File: src/rtl/irq_pkg.sv
// Shared types and sizes for the interrupt controller slice.
package irq_pkg;

  localparam int NUM_IRQ = 8;
  localparam int ID_W    = 3;

  typedef enum logic [1:0] {
    IDLE,
    REQ,
    SERVICE
  } state_t;

endpackage

File: src/rtl/encoder.sv
// 8-to-3 fixed-priority encoder: line 7 highest, line 0 lowest.
module encoder (
  input  logic [7:0] in,
  output logic [2:0] out,
  output logic       valid
);

  // NOTE: every always_comb output gets a default first so no path infers a latch.
  always_comb begin
    out   = '0;
    valid = 1'b0;
    for (int i = 0; i < 8; i++) begin
      if (in[i]) begin
        out   = 3'(i);
        valid = 1'b1;
      end
    end
  end

endmodule

File: src/rtl/irq_ctrl.sv
// Interrupt collector: synchronises raw lines, keeps edge/level pending state,
// masks, arbitrates through the encoder and runs the req/ack/eoi handshake.
module irq_ctrl
  import irq_pkg::*;
#(
  parameter int SYNC_STAGES = 2
) (
  input  logic               clk,
  input  logic               rst,
  input  logic [NUM_IRQ-1:0] irq_in,
  input  logic [NUM_IRQ-1:0] edge_mode,
  input  logic [NUM_IRQ-1:0] mask,
  input  logic               irq_ack,
  input  logic               irq_eoi,
  output logic               irq_req,
  output logic [ID_W-1:0]    irq_id,
  output logic               in_service,
  output logic [NUM_IRQ-1:0] pending
);

  logic [NUM_IRQ-1:0] sync;
  logic [NUM_IRQ-1:0] sync_d;
  logic [NUM_IRQ-1:0] rise;
  logic [NUM_IRQ-1:0] masked;
  logic [NUM_IRQ-1:0] ack_clr;
  logic [ID_W-1:0]    enc_out;
  logic               enc_valid;
  state_t             state, next_state;
  logic [ID_W-1:0]    next_id;

  generate
    if (SYNC_STAGES == 0) begin : g_nosync
      assign sync = irq_in;
    end else begin : g_sync
      for (genvar i = 0; i < NUM_IRQ; i++) begin : g_line
        logic [SYNC_STAGES-1:0] chain;
        // NOTE: sequential state uses non-blocking assignments so every flop samples pre-edge values.
        always_ff @(posedge clk) begin
          if (rst) begin
            chain <= '0;
          end else begin
            chain[0] <= irq_in[i];
            for (int s = 1; s < SYNC_STAGES; s++) chain[s] <= chain[s-1];
          end
        end
        assign sync[i] = chain[SYNC_STAGES-1];
      end
    end
  endgenerate

  // sync_d resets low, so a line already high at reset release yields one rise.
  always_ff @(posedge clk) begin
    if (rst) sync_d <= '0;
    else     sync_d <= sync;
  end

  assign rise   = sync & ~sync_d;
  assign masked = pending & ~mask;

  always_comb begin
    ack_clr = '0;
    if (state == REQ && irq_ack) ack_clr[irq_id] = 1'b1;
  end

  // Edge mode: a new rise beats a same-cycle ack clear so the edge is not lost.
  always_ff @(posedge clk) begin
    if (rst) begin
      pending <= '0;
    end else begin
      for (int i = 0; i < NUM_IRQ; i++) begin
        if (!edge_mode[i])   pending[i] <= sync[i];
        else if (rise[i])    pending[i] <= 1'b1;
        else if (ack_clr[i]) pending[i] <= 1'b0;
      end
    end
  end

  encoder u_encoder (
    .in    (masked),
    .out   (enc_out),
    .valid (enc_valid)
  );

  always_ff @(posedge clk) begin
    if (rst) begin
      state  <= IDLE;
      irq_id <= '0;
    end else begin
      state  <= next_state;
      irq_id <= next_id;
    end
  end

  // irq_id is latched only on IDLE->REQ, so later arrivals never pre-empt.
  always_comb begin
    next_state = state;
    next_id    = irq_id;
    unique case (state)
      IDLE: begin
        if (enc_valid) begin
          next_state = REQ;
          next_id    = enc_out;
        end
      end
      REQ: begin
        if (irq_ack)              next_state = SERVICE;
        else if (!masked[irq_id]) next_state = IDLE;
      end
      SERVICE: begin
        if (irq_eoi) next_state = IDLE;
      end
      default: next_state = IDLE;
    endcase
  end

  assign irq_req    = (state == REQ);
  assign in_service = (state == SERVICE);

endmodule
File: config.mk
export PLATFORM = sky130hd
export DESIGN_NAME = irq_ctrl
export DESIGN_NICKNAME = d
export VERILOG_FILES = /design/src/rtl/irq_pkg.sv /design/src/rtl/encoder.sv /design/src/rtl/irq_ctrl.sv
export SDC_FILE = /design/constraint.sdc
export NUM_CORES = 1
export LEC_CHECK = 0
export BUFFER_PORTS_ARGS = -buffer_cell sky130_fd_sc_hd__buf_2
export CAP_MARGIN = 15
export CORE_UTILIZATION = 50
export CTS_CLUSTER_DIAMETER = 80
export DETAILED_ROUTE_END_ITERATION = 6
export GPL_TIMING_DRIVEN = 0
export PLACE_DENSITY = 0.84
export SLEW_MARGIN = 25
export SYNTH_ARGS = -nofsm -noshare
export SYNTH_HDL_FRONTEND = slang
export SYNTH_HIERARCHICAL = 1
export SYNTH_SLANG_ARGS = --single-unit
File: constraint.sdc
create_clock -name clk -period 2 [get_ports clk]
set_clock_uncertainty 0.2 [all_clocks]
set_input_delay 0.4 -clock clk [delete_from_list [all_inputs] [get_ports clk]]
set_output_delay 0.4 -clock clk [all_outputs]
set_load 0.005 [all_outputs]
==> metrics, run 1 <==
Sw Pwr=0.318 mW; MaxCap Viol Count=0; register area=741 µm²; CP bufs+invs=0; Cell Int Power=0.970 mW; grt total ovfl=0; end of the worst hold path=g_sync.g_line[3].chain[0]; core area=2570 µm²; Net Count, Synth=183; GPL Wtd Cong=0.910; Num CTS Buffers=5; most used cell, CP=nor2_1; DRT Wirelength=2.86 mm; PortBufs=39; CP max stage cell=dfxtp_1; Max Fclk=542 MHz; hold depth=2; Final TNS setup=0 ps; combinational share of power=0.101; DIE AREA=3030 µm²; Synth cell types=27; CTS tree=built; Via-to-Cell Ratio=5.21; crit path time final=1850 ps; H-tree levels=2; Compound-Gate Fraction of Synth Area=0.104; startpoint types=flip-flop; Layout fillers=243; largest family of logic cells by synthesized area=simple AND/OR/NAND/NOR gates; vias in the first global route=1,070; via count=1,208; Slew Viols, Final=0; Simple-Gate Fraction of Synth Area=0.327; post_cts resized=0; hold_buf cts=0; mux contribution to synthesized area=0.0214; mean post-synth cell area=9.07 µm²; YS warnings=6; Final Hold Vio Count=0; DR pass1 iterations=4; CP Cell Sequence=nor2b_1 -> nor2_1 -> nand4_1 -> nor3b_4 -> mux2i_1 -> nor2_1; Total Power=1.29 mW; Initial Utilization=0.547; Root Buffer=clkbuf_4; fin crit share=0.923; Worst Hold Launch=irq_in[3]; worst reg2reg path depth=6; layout cell share with drive strength beyond 1=0.248; Cell Rows=18; WL per Instance=12.3 µm; # diodes=0; Max Root-Sink Buffers=2; initial antenna violation count=0; Clock transition at path regs=110 ps; xor and xnor area share after synthesis=0; antenna viol nets, final=0; arrival time at the worst endpoint=1890 ps; clk_lat worst skew=340 ps; # Post-CTS Setup Buffers=0; register bit total from synthesis=37; area of the mapped netlist=1410 µm²; sequential fraction of design power=0.610; RSZ-0062 raised after global routing=no; final setup fails=0; clk sinks=37; first-pass GRT wire length=4.44 mm; pwr/cell area=760 nW/µm²; area of the multi-input gates=642 µm²; Crit Path Class=reg2reg; Crit. End Element=flip-flop; Tot GR Track Use=0.221; sequential share of the synthesized area=0.527; worst-path fanout max=4; Top delay family on crit path=simple AND/OR/NAND/NOR gates; worst reg2reg setup slack=150 ps; Sw Share=0.247; Max IR drop VDD=0.000686 V; Worst Max-Slew Pin Slew=432 ps; run status=complete, no violations; largest net degree at the start of global routing=12; initial DRC count=26; Slowest Stage Delay on Critical Path=380 ps; worst r2r src=pending[5]; Hold Crit Class=in2reg; number of I/O pins=41; Reg2Reg Capture Point=irq_id[1]; power share of the clock group=0.289; leakage power=0.712 nW; final net count=229; relative slew slack=0.712; dpl hpwl=2.21 mm; synthesis-to-layout area growth=20.7%; drt drc=0; DIE HEIGHT=55.0 µm; Cells after Synth=155; critical path required time=2040 ps; Die X=55.0 µm; area share of fa/ha/maj cells after synthesis=0
==> worst reg2reg max path, cell delays in order, from the launching register on <==
cell and delay, ps:
dfxtp_1 380, nor2b_1 310, nor2_1 110, nand4_1 140, nor3b_4 300, mux2i_1 240
nor2_1 60
==> registers in the layout, summed over array words and instances (netlist names) <==
signal,flops
g_sync.g_line.chain,16
pending,8
sync_d,8
irq_id,3
state,2
==> cells by family (layout without fill, tap and decap cells) <==
logic type / Yosys count / count (layout)
and+or+nand+nor: 88 / 88
DFF: 37 / 37
AOI/OAI and AO/OA: 20 / 20
buffers and inverters: 7 / 54
muxes: 3 / 3
==> layout make-up <==
class                           count  share of cell area
Sequential cell                    37               0.437
Multi-Input combinational cell    111               0.379
Timing Repair Buffer               39               0.115
Clock buffer                        6              0.0244
Tap cell                           30              0.0221
Buffer                              4              0.0103
Inverter                            3             0.00664
Clock inverter                      2             0.00590
==> synthesized netlist by cell type <==
library cell  instances  area (µm²)
o221ai_1              1        8.76
nor3_1                3        15.0
inv_1                 2        7.51
a21oi_1               4        20.0
or2b_1                1        7.51
a221oi_2              1        15.0
and2_1                1        6.26
a31o_1                1        8.76
mux2i_1               3        30.0
dfxtp_1              37         741
nor2_1               14        52.6
nand3_1               1        5.00
o21ai_1               1        5.00
clkbuf_1              1        3.75
nand2_1              26        97.6
buf_1                 1        3.75
o22ai_1               1        6.26
buf_2                 2        10.0
nand3b_1              1        7.51
nand2b_1              2        12.5
nand4_1               1        6.26
nor3b_2               1        12.5
nor4b_1               2        17.5
nor2b_1              34         213
o31ai_1              11        82.6
or2_1                 1        6.26
clkinv_1              1        3.75
==> power by group through the flow <==
| stage | clock (mW) | combinational (mW) | sequential (mW) |
|---|---|---|---|
| 2_1_floorplan | 0 | 0.0736 | 0.798 |
| 3_3_place_gp | 0 | 0.123 | 0.800 |
| 3_5_place_dp | 0 | 0.128 | 0.802 |
| 4_1_cts | 0.386 | 0.129 | 0.785 |
| 5_1_grt | 0.406 | 0.146 | 0.790 |
| 6_report | 0.372 | 0.131 | 0.785 |
==> cell usage in the layout, fill, tap and decap left out, drive strengths merged <==
cell type	n
dfxtp	37
inv	2
buf	42
a221oi	1
o31ai	11
nor4b	2
nand3b	1
o221ai	1
nand2b	2
o22ai	1
a31o	1
a21oi	4
nand3	1
clkinv	3
mux2i	3
nor2b	34
o21ai	1
nand4	1
nor3b	1
or2b	1
nor3	3
or2	1
and2	1
clkbuf	7
nor2	14
nand2	26
==> routing by layer <==
layer	up-vias	routed length (µm)	part of all wire	global-route usage
li1	611	-	-	-
met1	553	1180	0.41	0.229
met2	37	1470	0.51	0.392
met3	7	163	0.057	0.0847
met4	0	52	0.018	0.0958
met5	-	0	0	0
==> how the worst max path moves through the flow <==
stage	depth (start not counted)	start	end	slack [ps]
CTS	6	pending[5]	irq_id[1]	140
detailed placement	7	mask[5]	irq_id[1]	30
finish	6	pending[5]	irq_id[1]	150
global placement	7	mask[5]	irq_id[1]	100
floorplan	6	mask[5]	irq_id[0]	350
global route	6	pending[5]	irq_id[1]	5
==> stage by stage <==
| step | std cells | worst slack [ps] | hold WS (ps) | utilization | instance area (µm²) |
|---|---|---|---|---|---|
| after floorplan | 155 | 354 | 214 | - | 1410 |
| after global placement | 224 | 101 | 217 | 0.638 | 1640 |
| after detailed placement | 224 | 29.9 | 228 | 0.638 | 1640 |
| after CTS | 232 | 140 | 53.5 | 0.658 | 1690 |
| after global routing | 232 | 4.95 | 57.9 | 0.660 | 1700 |
| final | 232 | 154 | 61.8 | 0.660 | 1700 |
Power figures use the tool's default switching activity.
==> inputs of run 2 (changes only) <==
--- a/config.mk
+++ b/config.mk
@@ -5,13 +5,15 @@
 export SDC_FILE = /design/constraint.sdc
 export NUM_CORES = 1
 export LEC_CHECK = 0
+export ABC_AREA = 1
 export BUFFER_PORTS_ARGS = -buffer_cell sky130_fd_sc_hd__buf_2
 export CAP_MARGIN = 15
-export CORE_UTILIZATION = 50
+export CORE_UTILIZATION = 51
 export CTS_CLUSTER_DIAMETER = 80
 export DETAILED_ROUTE_END_ITERATION = 6
+export GPL_ROUTABILITY_DRIVEN = 0
 export GPL_TIMING_DRIVEN = 0
-export PLACE_DENSITY = 0.84
+export PLACE_DENSITY = 0.85
 export SLEW_MARGIN = 25
 export SYNTH_ARGS = -nofsm -noshare
 export SYNTH_HDL_FRONTEND = slang
==> run 2 against run 1 <==
Against the previous run:
- clock power fell by 1%
- synthesized area rose by 7.4%
- via count rose by 10%
- non-clock buffer count did not move
- core utilization fell by 1.5 points
- critical endpoint is now irq_req
==> metrics, run 2 <==
run status=complete, no violations; Slew Viols, Final=0 (unchanged); # diodes=0 (unchanged); critical path required time=1400 ps (-640 ps); placed cells=290 (+29%); Total Power=1.35 mW (+4.6%); final non-filler cell total=298 (+28%); top cells by count, synth=inv_1, nor2_1, dfxtp_1, nand2_1, nand3_1; Root Buffer=clkbuf_4; DIE AREA=3180 µm² (+5.1%); Final Hold Vio Count=0 (unchanged); top-count cell post-synth=inv_1; first-pass GRT wire length=4.68 mm (+5.5%); Clock transition at path regs=110 ps (about the same); H-tree levels=2 (unchanged); core area=2780 µm² (+8.3%); max reg flops=16 (unchanged); DR pass1 iterations=4 (unchanged); Crit. End Element=primary output; clk sinks=37 (unchanged); DRT Wirelength=2.75 mm (-3.8%); synthesis-to-layout area growth=18.9%; Place WS=399 ps (+369 ps); leading area contributor after synthesis=dfxtp_1; Die X=56.4 µm (+2.5%); Max Fclk=627 MHz (+16%); ys flop type=dfxtp_1; startpoint types=flip-flop; PortBufs=39 (unchanged); grt total ovfl=0 (unchanged); most frequent cells in the layout=inv_1, nor2_1, buf_2, dfxtp_1, nand2_1; layout cell share with drive strength beyond 1=0.217 (-0.0303); Layout fillers=260 (+7.0%); Worst Max-Slew Pin Slew=268 ps (-164 ps); setup slack after layout=405 ps (+251 ps); Top delay family on crit path=flip-flops; leakage power=0.920 nW (+29%); CTS tree=built; Synth top area share=0.491 (-0.0363); MaxCap Viol Count=0 (unchanged); Crit Path Class=reg2out; arrival time at the worst endpoint=1000 ps (-890 ps); CP Cell Sequence=inv_2 -> nand2_1 -> inv_1 -> buf_2; pwr/cell area=751 nW/µm² (-1.2%); Post-synth ARST share=0 (unchanged); Via-to-Cell Ratio=4.47 (-14%); register bit total from synthesis=37 (unchanged); number of I/O pins=41 (unchanged); Top Registers=g_sync.g_line.chain: 16 flops, pending: 8 flops, sync_d: 8 flops; Post-synth EDFFs=0 (unchanged); Cell Rows=19 (+1); area of the mapped netlist=1510 µm² (+7.4%); area post-placement=1740 µm² (+6.4%); Max Root-Sink Buffers=2 (unchanged); DIE HEIGHT=56.4 µm (+2.5%); vias in the first global route=1,214 (+13%); WL per Instance=9.23 µm (-25%); via count=1,332 (+10%); sequential share of the synthesized area=0.491 (-0.0363); crit path time final=1600 ps (-251 ps); Final TNS setup=0 ps (unchanged); worst-path fanout max=3 (-1); Net Count, Synth=248 (+36%); largest cells by area after synthesis=dfxtp_1, inv_1, nor2_1; fin crit share=0.798 (-0.125); initial antenna violation count=0 (unchanged); Tot GR Track Use=0.195 (-0.0261); YS warnings=6 (unchanged); Cells after Synth=220 (+42%); largest net degree at the start of global routing=12 (unchanged); Max IR drop VDD=0.000693 V (+0.94%); relative slew slack=0.821 (+0.109); Slowest Stage Delay on Critical Path=360 ps (-20 ps); Num CTS Buffers=5 (unchanged); RSZ-0062 raised after global routing=no; CP bufs+invs=3 (+3); Final Instance Area=1790 µm² (+5.8%); Initial Utilization=0.543 (-0.00476); Reg with most FFs=g_sync.g_line.chain; drt drc=0 (unchanged); Hold Crit Class=in2reg; clk_lat worst skew=330 ps (about the same); post_cts resized=0 (unchanged); Synth cell types=15 (-44%); hold_buf cts=0 (unchanged); CP max stage cell=dfxtp_1; final net count=294 (+28%); commonest non-fill, non-tap cell in the layout=inv_1; antenna viol nets, final=0 (unchanged); dpl hpwl=2.24 mm (+1.3%); initial DRC count=19 (-27%); # Post-CTS Setup Buffers=0 (unchanged); mean post-synth cell area=6.86 µm² (-24%); final setup fails=0 (unchanged)
[run 2: cell count changes after synthesis, sizes merged, moves of 2 or more]
cell and delta:
inv +55, mux2i -3, nand2 +5, nand2b -2
nand3 +21, nor2 +37, nor2b -34, nor4b -2
o21ai +10, o31ai -11
[run 2: worst reg2reg max path, cell delays in order, from the launching register on]
cell	delay, ps
dfxtp_1	360
inv_1	60
nor2_1	30
inv_1	60
nand2_1	70
nor3_1	130
nand3_1	80
nand2_1	190
inv_1	60
nor2_1	130
nor2_2	40
[run 2: metal layers]
metal | GRT usage | wire length [µm]
met1 | 0.219 | 1260
met2 | 0.345 | 1350
met3 | 0.0484 | 103
met4 | 0.0871 | 37
met5 | 0 | 0
[run 2: power by group]
part | switching, mW | internal [mW] | leakage, nW | total (mW)
Sequential | 0.0268 | 0.774 | 0.304 | 0.801
Combinational | 0.102 | 0.0759 | 0.585 | 0.178
Clock | 0.234 | 0.134 | 0.0320 | 0.368
Total | 0.363 | 0.984 | 0.920 | 1.35
[run 2: worst paths after layout]
| kind | depth (start not counted) | slack, ps | to | from |
|---|---|---|---|---|
| max | 4 | 400 | irq_req | state[1] |
| min | 3 | 70 | g_sync.g_line[4].chain[0] | irq_in[4] |
| max reg2reg | 10 | 490 | state[0] | pending[3] |
| min reg2reg | 2 | 210 | g_sync.g_line[4].chain[1] | g_sync.g_line[4].chain[0] |
[run 2: cell type report]
type	instances	area, µm²	area share
timing repair buffer	39	195	0.109
buffer	4	31.3	0.0174
tap	31	38.8	0.0216
sequential	37	741	0.413
inverter	57	214	0.119
clock inverter	2	10.0	0.00558
multi-input combinational	122	523	0.291
clock buffer	6	41.3	0.0230
[run 2: through the flow]
step           hold WS (ps)   util
3_5_place_dp            195  0.627
2_1_floorplan           188      -
6_report               66.5  0.645
3_3_place_gp            188  0.627
4_1_cts                44.7  0.645
5_1_grt                46.2  0.645
[run 2: logic make-up (layout without fill, tap and decap cells)]
logic type,Yosys count,count (layout),synth area share
flip-flops,37,37,0.491
AO/OA/AOI/OAI,15,15,0.0514
AND/OR/NAND/NOR,107,107,0.295
buffers and inverters,61,108,0.163
